**config.mk**
```make
export PLATFORM = sky130hd
export DESIGN_NAME = upcounter_sw
export DESIGN_NICKNAME = d
export VERILOG_FILES = /design/src/rtl/upcounter_sw.sv
export SDC_FILE = /design/constraint.sdc
export NUM_CORES = 1
export LEC_CHECK = 0
export CORE_ASPECT_RATIO = 0.8
export CORE_MARGIN = 2
export CORE_UTILIZATION = 50
export CTS_BUF_LIST = sky130_fd_sc_hd__clkbuf_4 sky130_fd_sc_hd__clkbuf_8
export CTS_CLUSTER_DIAMETER = 100
export DETAILED_ROUTE_END_ITERATION = 12
export PLACE_DENSITY = 0.67
export SLEW_MARGIN = 20
export SYNTH_ARGS = -nofsm -noshare
export SYNTH_HDL_FRONTEND = slang
export SYNTH_SLANG_ARGS = --single-unit
export TNS_END_PERCENT = 100
```
**constraint.sdc**
```tcl
create_clock -name clk -period 2.97 [get_ports clk]
set_clock_uncertainty 0.05 [all_clocks]
set_input_delay 0.594 -clock clk [delete_from_list [all_inputs] [get_ports clk]]
set_output_delay 0.594 -clock clk [all_outputs]
set_load 0.02 [all_outputs]
```
**src/rtl/upcounter_sw.sv**
```systemverilog
// Two-digit BCD up-counting stopwatch with one start/pause button and a
// multiplexed active-low 7-segment display; halts and flags done at LIMIT.
//
// state | meaning
// IDLE  | count cleared to 00, waiting for the first press
// RUN   | prescaler advancing, count increments on each tick
// PAUSE | count and prescaler frozen, press resumes
// DONE  | count held at LIMIT, press returns to IDLE
module upcounter_sw #(
    parameter int TICK_DIV   = 100_000_000,
    parameter int SCAN_BITS  = 17,
    parameter int DEB_CYCLES = 1_000_000,
    parameter int LIMIT      = 30
) (
    input  logic       clk,
    input  logic       rst_n,
    input  logic       start_pause,
    output logic [7:0] D_ssd,
    output logic [3:0] d,
    output logic       done
);

    localparam int PW = $clog2(TICK_DIV);
    localparam int DW = $clog2(DEB_CYCLES);
    localparam logic [PW-1:0] PRESC_MAX = PW'(TICK_DIV - 1);
    localparam logic [DW-1:0] DEB_MAX   = DW'(DEB_CYCLES - 1);
    localparam logic [3:0]    LIM_TENS  = 4'(LIMIT / 10);
    localparam logic [3:0]    LIM_ONES  = 4'(LIMIT % 10);

    typedef enum logic [1:0] {
        IDLE  = 2'd0,
        RUN   = 2'd1,
        PAUSE = 2'd2,
        DONE  = 2'd3
    } state_t;

    state_t          r_state;
    state_t          w_state_nxt;
    logic            r_sync1;
    logic            r_sync2;
    logic [DW-1:0]   r_deb_cnt;
    logic            r_deb_level;
    logic            r_deb_level_d;
    logic            w_press;
    logic [PW-1:0]   r_presc;
    logic [PW-1:0]   w_presc_nxt;
    logic [3:0]      r_ones;
    logic [3:0]      r_tens;
    logic [3:0]      w_ones_nxt;
    logic [3:0]      w_tens_nxt;
    logic [3:0]      w_ones_inc;
    logic [3:0]      w_tens_inc;
    logic            w_tick;
    logic            w_hit_limit;
    logic            r_done;
    logic [SCAN_BITS-1:0] r_scan_cnt;
    logic            w_scan_tick;
    logic            r_sel;
    logic [7:0]      r_seg;
    logic [3:0]      r_dig;

    function automatic logic [7:0] seg7(input logic [3:0] v);
        case (v)
            4'd0:    seg7 = 8'h03;
            4'd1:    seg7 = 8'h9F;
            4'd2:    seg7 = 8'h25;
            4'd3:    seg7 = 8'h0D;
            4'd4:    seg7 = 8'h99;
            4'd5:    seg7 = 8'h49;
            4'd6:    seg7 = 8'h41;
            4'd7:    seg7 = 8'h1F;
            4'd8:    seg7 = 8'h01;
            4'd9:    seg7 = 8'h09;
            default: seg7 = 8'hFF;
        endcase
    endfunction

    // Level and synchronizers come out of reset as "held", so a button held
    // through reset must be released and pressed again to register.
    always_ff @(posedge clk or negedge rst_n) begin
        if (!rst_n) begin
            r_sync1       <= 1'b1;
            r_sync2       <= 1'b1;
            r_deb_cnt     <= '0;
            r_deb_level   <= 1'b1;
            r_deb_level_d <= 1'b1;
        end else begin
            r_sync1       <= start_pause;
            r_sync2       <= r_sync1;
            r_deb_level_d <= r_deb_level;
            if (r_sync2 == r_deb_level) begin
                r_deb_cnt <= '0;
            end else if (r_deb_cnt == DEB_MAX) begin
                r_deb_level <= r_sync2;
                r_deb_cnt   <= '0;
            end else begin
                r_deb_cnt <= r_deb_cnt + 1'b1;
            end
        end
    end

    assign w_press = r_deb_level & ~r_deb_level_d;
    assign w_tick  = (r_state == RUN) && (r_presc == PRESC_MAX);

    always_comb begin
        w_ones_inc = r_ones + 4'd1;
        w_tens_inc = r_tens;
        if (r_ones == 4'd9) begin
            w_ones_inc = 4'd0;
            w_tens_inc = r_tens + 4'd1;
        end
        w_hit_limit = (w_tens_inc == LIM_TENS) && (w_ones_inc == LIM_ONES);
    end

    always_comb begin
        w_state_nxt = r_state;
        w_presc_nxt = r_presc;
        w_ones_nxt  = r_ones;
        w_tens_nxt  = r_tens;
        case (r_state)
            IDLE: begin
                w_presc_nxt = '0;
                w_ones_nxt  = 4'd0;
                w_tens_nxt  = 4'd0;
                if (w_press) w_state_nxt = RUN;
            end
            RUN: begin
                if (w_tick) begin
                    w_presc_nxt = '0;
                    w_ones_nxt  = w_ones_inc;
                    w_tens_nxt  = w_tens_inc;
                    if (w_hit_limit)  w_state_nxt = DONE;
                    else if (w_press) w_state_nxt = PAUSE;
                end else if (w_press) begin
                    // the press cycle is not charged to the running second
                    w_state_nxt = PAUSE;
                end else begin
                    w_presc_nxt = r_presc + 1'b1;
                end
            end
            PAUSE: begin
                if (w_press) w_state_nxt = RUN;
            end
            DONE: begin
                w_presc_nxt = '0;
                if (w_press) begin
                    w_state_nxt = IDLE;
                    w_ones_nxt  = 4'd0;
                    w_tens_nxt  = 4'd0;
                end
            end
            default: w_state_nxt = IDLE;
        endcase
    end

    always_ff @(posedge clk or negedge rst_n) begin
        if (!rst_n) begin
            r_state <= IDLE;
            r_presc <= '0;
            r_ones  <= 4'd0;
            r_tens  <= 4'd0;
            r_done  <= 1'b0;
        end else begin
            r_state <= w_state_nxt;
            r_presc <= w_presc_nxt;
            r_ones  <= w_ones_nxt;
            r_tens  <= w_tens_nxt;
            r_done  <= (r_state == DONE);
        end
    end

    assign w_scan_tick = &r_scan_cnt;

    always_ff @(posedge clk or negedge rst_n) begin
        if (!rst_n) begin
            r_scan_cnt <= '0;
            r_sel      <= 1'b0;
            r_seg      <= 8'hFF;
            r_dig      <= 4'hF;
        end else begin
            r_scan_cnt <= r_scan_cnt + 1'b1;
            if (w_scan_tick) begin
                r_sel <= ~r_sel;
                if (r_sel) begin
                    r_seg <= seg7(r_tens);
                    r_dig <= 4'b1101;
                end else begin
                    r_seg <= seg7(r_ones);
                    r_dig <= 4'b1110;
                end
            end
        end
    end

    assign D_ssd = r_seg;
    assign d     = r_dig;
    assign done  = r_done;

endmodule

```
==> metrics.md, run 1 <==
| Metric | Value |
|---|---|
| Outcome | completed |
| Number of standard cells after synthesis | 550 |
| CP max stage cell | or4_1 |
| Count of nets after finishing | 576 |
| Pin count of the biggest net entering global routing | 47 |
| Number of buffers and inverters on the critical path | 0 |
| GRT met1 Usage | 0.317 |
| Post-CTS setup-driven buffer insertion count | 0 |
| Class of the most critical hold timing path | in -> async |
| WL per Instance | 15.2 µm |
| Unrepaired setup endpoints after global routing | no |
| Max transition margin | 0.566 |
| Leakage component of the power | 2.26 nW |
| Number of antenna diodes | 0 |
| Share of final-layout standard cells stronger than drive strength 1 | 0.104 |
| Number of I/O port buffers | 12 |
| Deepest level of the CTS H-tree | 3 |
| Number of global-route vias before repair | 3787 |
| WL final | 10.6 mm |
| Critical path cell sequence | or3_4, nor4_4, a21oi_4, or4_1, a21boi_1 |
| Critical path capture point type | flop |
| CTS buffer count | 9 |
| Core area | 9770 µm² |
| Area delta synth->final | 9.73% |
| WS Path Type | reg -> reg |
| Hold Worst Slack | 0.170 ns |
| Total of flip-flops plus latches after synthesis | 89 |
| Overall fraction of global-route tracks in use | 0.213 |
| Die height | 94.2 µm |
| Placed Cells | 680 |
| Worst endpoint required time | 3.22 ns |
| Share of the cycle needed by the critical path after routing | 0.853 |
| Final core area utilization | 0.571 |
| Total number of vias | 4066 |
| Overall die width | 117 µm |
| Commonest register cell after synthesis | dfrtp_1 |
| Maxcap violations | 0 |
| Number of standard-cell rows in the floorplan | 32 |
| Data arrival time of the worst path | 2.78 ns |
| Min Tclk post-route | 2.53 ns |
| Slowest Stage Delay on Critical Path | 0.55 ns |
| Highest clock rate | 395 MHz |
| Antenna violations before repair | 0 |
| Number of hold buffers added after cts | 0 |
| Met3 layer usage reported by global route | 0.0432 |
| Family with the most delay on the worst path | simple AND/OR/NAND/NOR gates |
| Max-slew violations | 0 |
| DR DRC count | 0 |
| Clock-pin slew of the registers on the worst-case setup and hold paths | 0.09 ns |
| Share of async-settable or async-resettable flops after synthesis | 1.00 |
| Final Non-Filler Cells | 696 |
| Vias per cell | 5.84 |
| Final estimated routing congestion in global placement | 0.853 |
| Starting density of the core | 0.520 |
| Power density normalized to cell area | 400 nW/µm² |
| Worst IR Drop VDD | 335 µV |
| Clock insertion delay at the later pin of the skew report | 0.37 ns |
| Root cell of the clock tree | clkbuf_8 |
| Global-route wire length before repair | 18.5 mm |
| Global-route met2 utilization | 0.317 |
| CP startpoint kind | flop |
| Number of enable flip-flop cells after synthesis | 0 |
| Reg-to-reg critical path startpoint | r_presc[11] |
| Sinks on the clock net | 89 |
| Max clock buf depth | 2 |
| Yosys warning count | 0 |
| Least-Margin Pin Slew | 0.649 ns |
| Estimated wirelength of the detail-placed design | 7.34 mm |
| Overflow left after global routing | 0 |
| Synthesized area per cell | 9.24 µm² |
| Cell area after synthesis | 5080 µm² |
| Count of routing violations after the opening detailed-route iteration | 273 |
| Maximum net fanout on the critical path | 33 |
| Final setup violation count | 0 |
| Cts repair resizes | 0 |
| Clock tree from TritonCTS | yes |
| Post-detailed-route count of antenna-violating nets | 0 |
| Router iterations before antenna repair | 5 |
| DIE AREA | 11000 µm² |
| Count of cell types in the netlist | 64 |
| Hold violation total from the final report | 0 |
| Start point of the critical path | r_presc[11] |
| Io pins | 16 |
| Setup TNS Final | 0 ns |
| Grt peak-use layer | met2 |
| Portion of the post-synthesis area used by sequential elements | 0.442 |
-- metal layers --
metal  wire [µm]  vias to the layer above  share of wire
met3         453                       10          0.043
met5           0                        -              0
met2        4680                       84           0.44
met1        5360                     1991           0.51
li1            -                     1981              -
met4         110                        0          0.010
-- registers in the layout (all words and copies together) (netlist names) --
register       count
r_deb_level        1
done               1
r_sync2            1
r_state            2
r_presc           27
r_deb_level_d      1
d                  2
r_scan_cnt        17
r_sel              1
r_ones             4
D_ssd              7
r_sync1            1
r_tens             4
r_deb_cnt         20
-- per-stage QoR --
stage	total power, mW	instance area [µm²]	setup WS [ns]
floorplan	1.26	5090	0.761
finish	2.23	5580	0.436
detailed placement	1.29	5340	0.372
CTS	2.26	5570	0.349
global route	2.32	5580	0.270
global placement	1.29	5340	0.456
-- kinds of logic after synthesis --
logic type | Yosys count | synth area share
other cells | 1 | 0.000738
fa+ha+maj | 18 | 0.0443
mux | 6 | 0.0131
simple gates | 244 | 0.255
buf+inv | 44 | 0.0355
flops | 89 | 0.442
xor+xnor | 38 | 0.0655
compound gates | 110 | 0.145
-- power breakdown --
group / total [mW] / internal [mW] / switching (mW)
Clock: 0.963 / 0.514 / 0.449
Sequential: 1.22 / 1.22 / 0.00480
Combinational: 0.0431 / 0.00888 / 0.0342
Total: 2.23 / 1.74 / 0.488
-- cell type report --
| class | instances | area [µm²] |
|---|---|---|
| flip-flops and latches | 89 | 2240 |
| clock inverters | 5 | 86.3 |
| fillers | 887 | 4190 |
| inverters | 14 | 52.6 |
| repair buffers | 22 | 205 |
| multi-input cells | 419 | 2670 |
| well taps | 136 | 170 |
| clock buffers | 11 | 145 |
-- placed cells by master, fill, tap and decap left out, types with 12 or more instances in the layout --
master | netlist | final
xnor2_1 | 21 | 21
nand2_1 | 50 | 50
inv_1 | 14 | 14
ha_1 | 18 | 18
nand4_1 | 21 | 21
a21boi_1 | 14 | 14
dfstp_2 | 13 | 13
or3_1 | 17 | 17
nand3_1 | 28 | 28
xor2_1 | 17 | 17
o21ai_0 | 30 | 30
a21oi_1 | 22 | 22
nor3_1 | 12 | 12
nor2_1 | 56 | 56
dfrtp_1 | 76 | 76
-- worst register-to-register path: cells and delay by family (launching register included) --
kind | cells | cell delay, ns
AOI/OAI and AO/OA | 2 | 0.44
DFF | 1 | 0.46
and+or+nand+nor | 3 | 1.52
-- Yosys cell counts (2+ instances only) --
cell      number  area, µm²
nor2_1        56        210
a31o_2         2       17.5
xor2_1        17        149
mux2_2         5       56.3
or2_2          3       18.8
nor4_1         6       37.5
and2_1         3       18.8
nor3_1        12       60.1
a21oi_1       22        110
nand4_1       21        131
o31ai_1        3       22.5
and3b_1        2       17.5
nand3_1       28        140
nand2_1       50        188
a21boi_0       2       15.0
a21boi_1      14        105
nor4_2         2       25.0
inv_1         14       52.6
nand4b_1       3       26.3
clkbuf_1      22       82.6
xnor2_1       21        184
nand2b_1      11       68.8
ha_1          18        225
buf_4          3       22.5
a22o_1         7       61.3
o221ai_1       3       26.3
a21o_1         2       15.0
or3_1         17        106
dfrtp_1       76       1900
dfstp_2       13        342
o21ai_0       30        150
buf_2          3       15.0
buf_1          2       7.51
and4_1         6       52.6
nor2b_1        3       18.8
or4_1          2       15.0
and3_1        11       68.8
a32o_1         5       50.1
o22ai_1        5       31.3
-- path summary, 6_finish.rpt --
kind	endpoint	slack [ns]	cells past startpoint
worst min register to register	r_sync2	0.30	0
worst max-delay path	r_presc[23]	0.44	5
worst max register to register	r_presc[23]	0.44	5
max in group asynchronous	r_sync1	1.99	2
min in group clk	r_sync2	0.30	0
worst min-delay path	r_presc[18]	0.17	1
Note: power is estimated with default switching activity, not from simulation.
==> run 2: changes to the inputs <==
CORE_UTILIZATION = 60   (was 50)
PLACE_DENSITY = 0.78   (was 0.67)
SKIP_LAST_GASP = 1   (was default)
clock period = 3.1 ns   (was 2.97 ns; I/O delays follow)
==> metrics.md, run 2 (same netlist as run 1, synthesis figures left out) <==
| Metric | Value |
|---|---|
| Outcome | completed |
| Final Non-Filler Cells | 667 (-4.2%) |
| Number of buffers and inverters on the critical path | 0 (unchanged) |
| WL final | 10.5 mm (-0.98%) |
| Pin count of the biggest net entering global routing | 82 (+74%) |
| WS Path Type | reg -> reg |
| Switching Power | 0.465 mW (-4.7%) |
| CTS buffer count | 9 (unchanged) |
| Wire length the detailed router placed on met1 | 4.98 mm (-7.1%) |
| Final estimated routing congestion in global placement | 0.902 (+5.8%) |
| Number of hold buffers added after cts | 0 (unchanged) |
| Met3 WL | 631 µm (+39%) |
| Number of standard-cell rows in the floorplan | 29 (-9.4%) |
| Class of the most critical hold timing path | in -> async |
| Data arrival time of the worst path | 2.79 ns (about the same) |
| Worst IR Drop VDD | 245 µV (-27%) |
| Overall die width | 107 µm (-8.4%) |
| CP startpoint kind | flop |
| CP max stage cell | nor4_4 |
| Power, Total | 2.01 mW (-9.7%) |
| Post-detailed-route count of antenna-violating nets | 0 (unchanged) |
| Endpoint of the worst register-to-register path | r_presc[23] |
| Share of final-layout standard cells stronger than drive strength 1 | 0.102 (-0.00160) |
| Cts repair resizes | 0 (unchanged) |
| Count of routing violations after the opening detailed-route iteration | 314 (+15%) |
| Relative contribution of the clock network to total power | 0.398 (-0.034) |
| Most common cell after layout, fill and taps aside | dfrtp_1 |
| Leading cell types in the layout, fill and taps excluded | dfrtp_1 (76), nor2_1 (56), nand2_1 (50), o21ai_0 (30), nand3_1 (28) |
| Uppermost layer routed | met4 |
| DIE AREA | 9230 µm² (-16%) |
| Antenna violations before repair | 0 (unchanged) |
| Unrepaired setup endpoints after global routing | no |
| Reg2Reg Depth | 5 (unchanged) |
| Family with the most delay on the worst path | simple AND/OR/NAND/NOR gates |
| Deepest level of the CTS H-tree | 3 (unchanged) |
| Post-CTS setup-driven buffer insertion count | 0 (unchanged) |
| Largest registers | r_presc (27), r_deb_cnt (20), r_scan_cnt (17) |
| Max clock buf depth | 2 (unchanged) |
| Number of fillers in the final layout | 631 (-29%) |
| Number of global-route vias before repair | 3866 (+2.1%) |
| Root cell of the clock tree | clkbuf_8 |
| Sinks on the clock net | 89 (unchanged) |
| Global-route wire length before repair | 18.2 mm (-1.5%) |
| Sequential group share of total power | 0.582 (+0.033) |
| Clock tree from TritonCTS | yes |
| Core area | 8090 µm² (-17%) |
| DR DRC count | 0 (unchanged) |
| Estimated wirelength of the detail-placed design | 7.22 mm (-1.6%) |
| Overall fraction of global-route tracks in use | 0.248 (+0.0344) |
| Place WS | 0.512 ns (+0.141 ns) |
| Max transition margin | 0.525 (-0.0417) |
| Final core area utilization | 0.678 (+0.107) |
| WL per Instance | 15.7 µm (+3.3%) |
| Worst endpoint required time | 3.35 ns (+0.13 ns) |
| Reg-to-reg critical path startpoint | r_presc[11] |
| Share of the cycle needed by the critical path after routing | 0.819 (-0.0344) |
| Min Tclk post-route | 2.54 ns (+0.00420 ns) |
| Die height | 86.3 µm (-8.3%) |
| Net switching share of the total power | 0.231 (+0.0121) |
| Overflow left after global routing | 0 (unchanged) |
| Clock insertion delay at the later pin of the skew report | 0.37 ns (about the same) |
| Total number of vias | 4068 (+0.049%) |
| Number of antenna diodes | 0 (unchanged) |
| Highest clock rate | 394 MHz (-0.17%) |
| Maxcap violations | 0 (unchanged) |
| Final setup violation count | 0 (unchanged) |
| Leakage component of the power | 2.23 nW (-1.2%) |
| Power density normalized to cell area | 367 nW/µm² (-8.3%) |
| Router iterations before antenna repair | 5 (unchanged) |
| Starting density of the core | 0.628 (+0.108) |
| Critical path capture point type | flop |
| Setup TNS Final | 0 ns (unchanged) |
| Internal power consumption | 1.55 mW (-11%) |
| Register-to-Register Setup Slack | 0.56 ns (+0.13 ns) |
| Setup slack after layout | 0.562 ns (+0.126 ns) |
| Slowest Stage Delay on Critical Path | 0.57 ns (+0.02 ns) |
| Placed Cells | 651 (-4.3%) |
| Hold violation total from the final report | 0 (unchanged) |
| Max-slew violations | 0 (unchanged) |
| Clock-pin slew of the registers on the worst-case setup and hold paths | 0.09 ns (about the same) |
| Vias per cell | 6.10 (+4.4%) |
| Least-Margin Pin Slew | 0.713 ns (+0.0640 ns) |
| Maximum net fanout on the critical path | 33 (unchanged) |
| Critical path cell sequence | or3_4, nor4_4, a21oi_4, or4_1, a21boi_1 |
| Register with the highest flop count | r_presc |
| Area delta synth->final | 7.98% |
| Flip-flop count of the largest register, all copies and words added | 27 (unchanged) |
| Io pins | 16 (unchanged) |
| Number of I/O port buffers | 12 (unchanged) |
| Count of nets after finishing | 575 (-0.17%) |
| Total length of routed met2 wires | 4.77 mm (+2.0%) |
| Logic pwr share | 0.020 (about the same) |
run 2: how the worst max path moves through the flow:
stage                  start  cells past startpoint           to  slack [ns]
3_5_place_dp     r_presc[11]                      5  r_presc[23]        0.51
5_1_grt        r_scan_cnt[0]                      7     D_ssd[1]        0.36
2_1_floorplan    r_presc[11]                      5   r_state[1]        0.89
3_3_place_gp     r_presc[11]                      5  r_presc[23]        0.61
6_report         r_presc[11]                      5  r_presc[23]        0.56
4_1_cts          r_presc[11]                      5  r_presc[23]        0.50
run 2: layout make-up:
type	count	area, µm²	area share
multi-input cells	419	2670	0.487
flip-flops and latches	89	2240	0.409
repair buffers	21	189	0.0344
well taps	108	135	0.0246
clock buffers	9	124	0.0226
clock inverters	7	70.1	0.0128
inverters	14	52.6	0.00958
run 2: layer usage:
metal	GRT usage	up-vias
li1	-	1977
met1	0.361	1946
met2	0.372	131
met3	0.0594	14
met5	0	-
met4	0.0673	0
run 2: power by group through the flow:
stage	Clock (mW)	Combinational (mW)	Sequential, mW
floorplan	0	0.0156	1.19
global placement	0	0.0406	1.19
detailed placement	0	0.0411	1.19
CTS	0.822	0.0410	1.17
global route	0.862	0.0477	1.17
finish	0.801	0.0398	1.17
run 2: metrics by stage:
step | cell area [µm²] | hold WS, ns
final | 5490 | 0.217
after floorplan | 5090 | 0.274
after global routing | 5490 | 0.281
after CTS | 5480 | 0.310
after detailed placement | 5280 | 0.297
after global placement | 5280 | 0.295
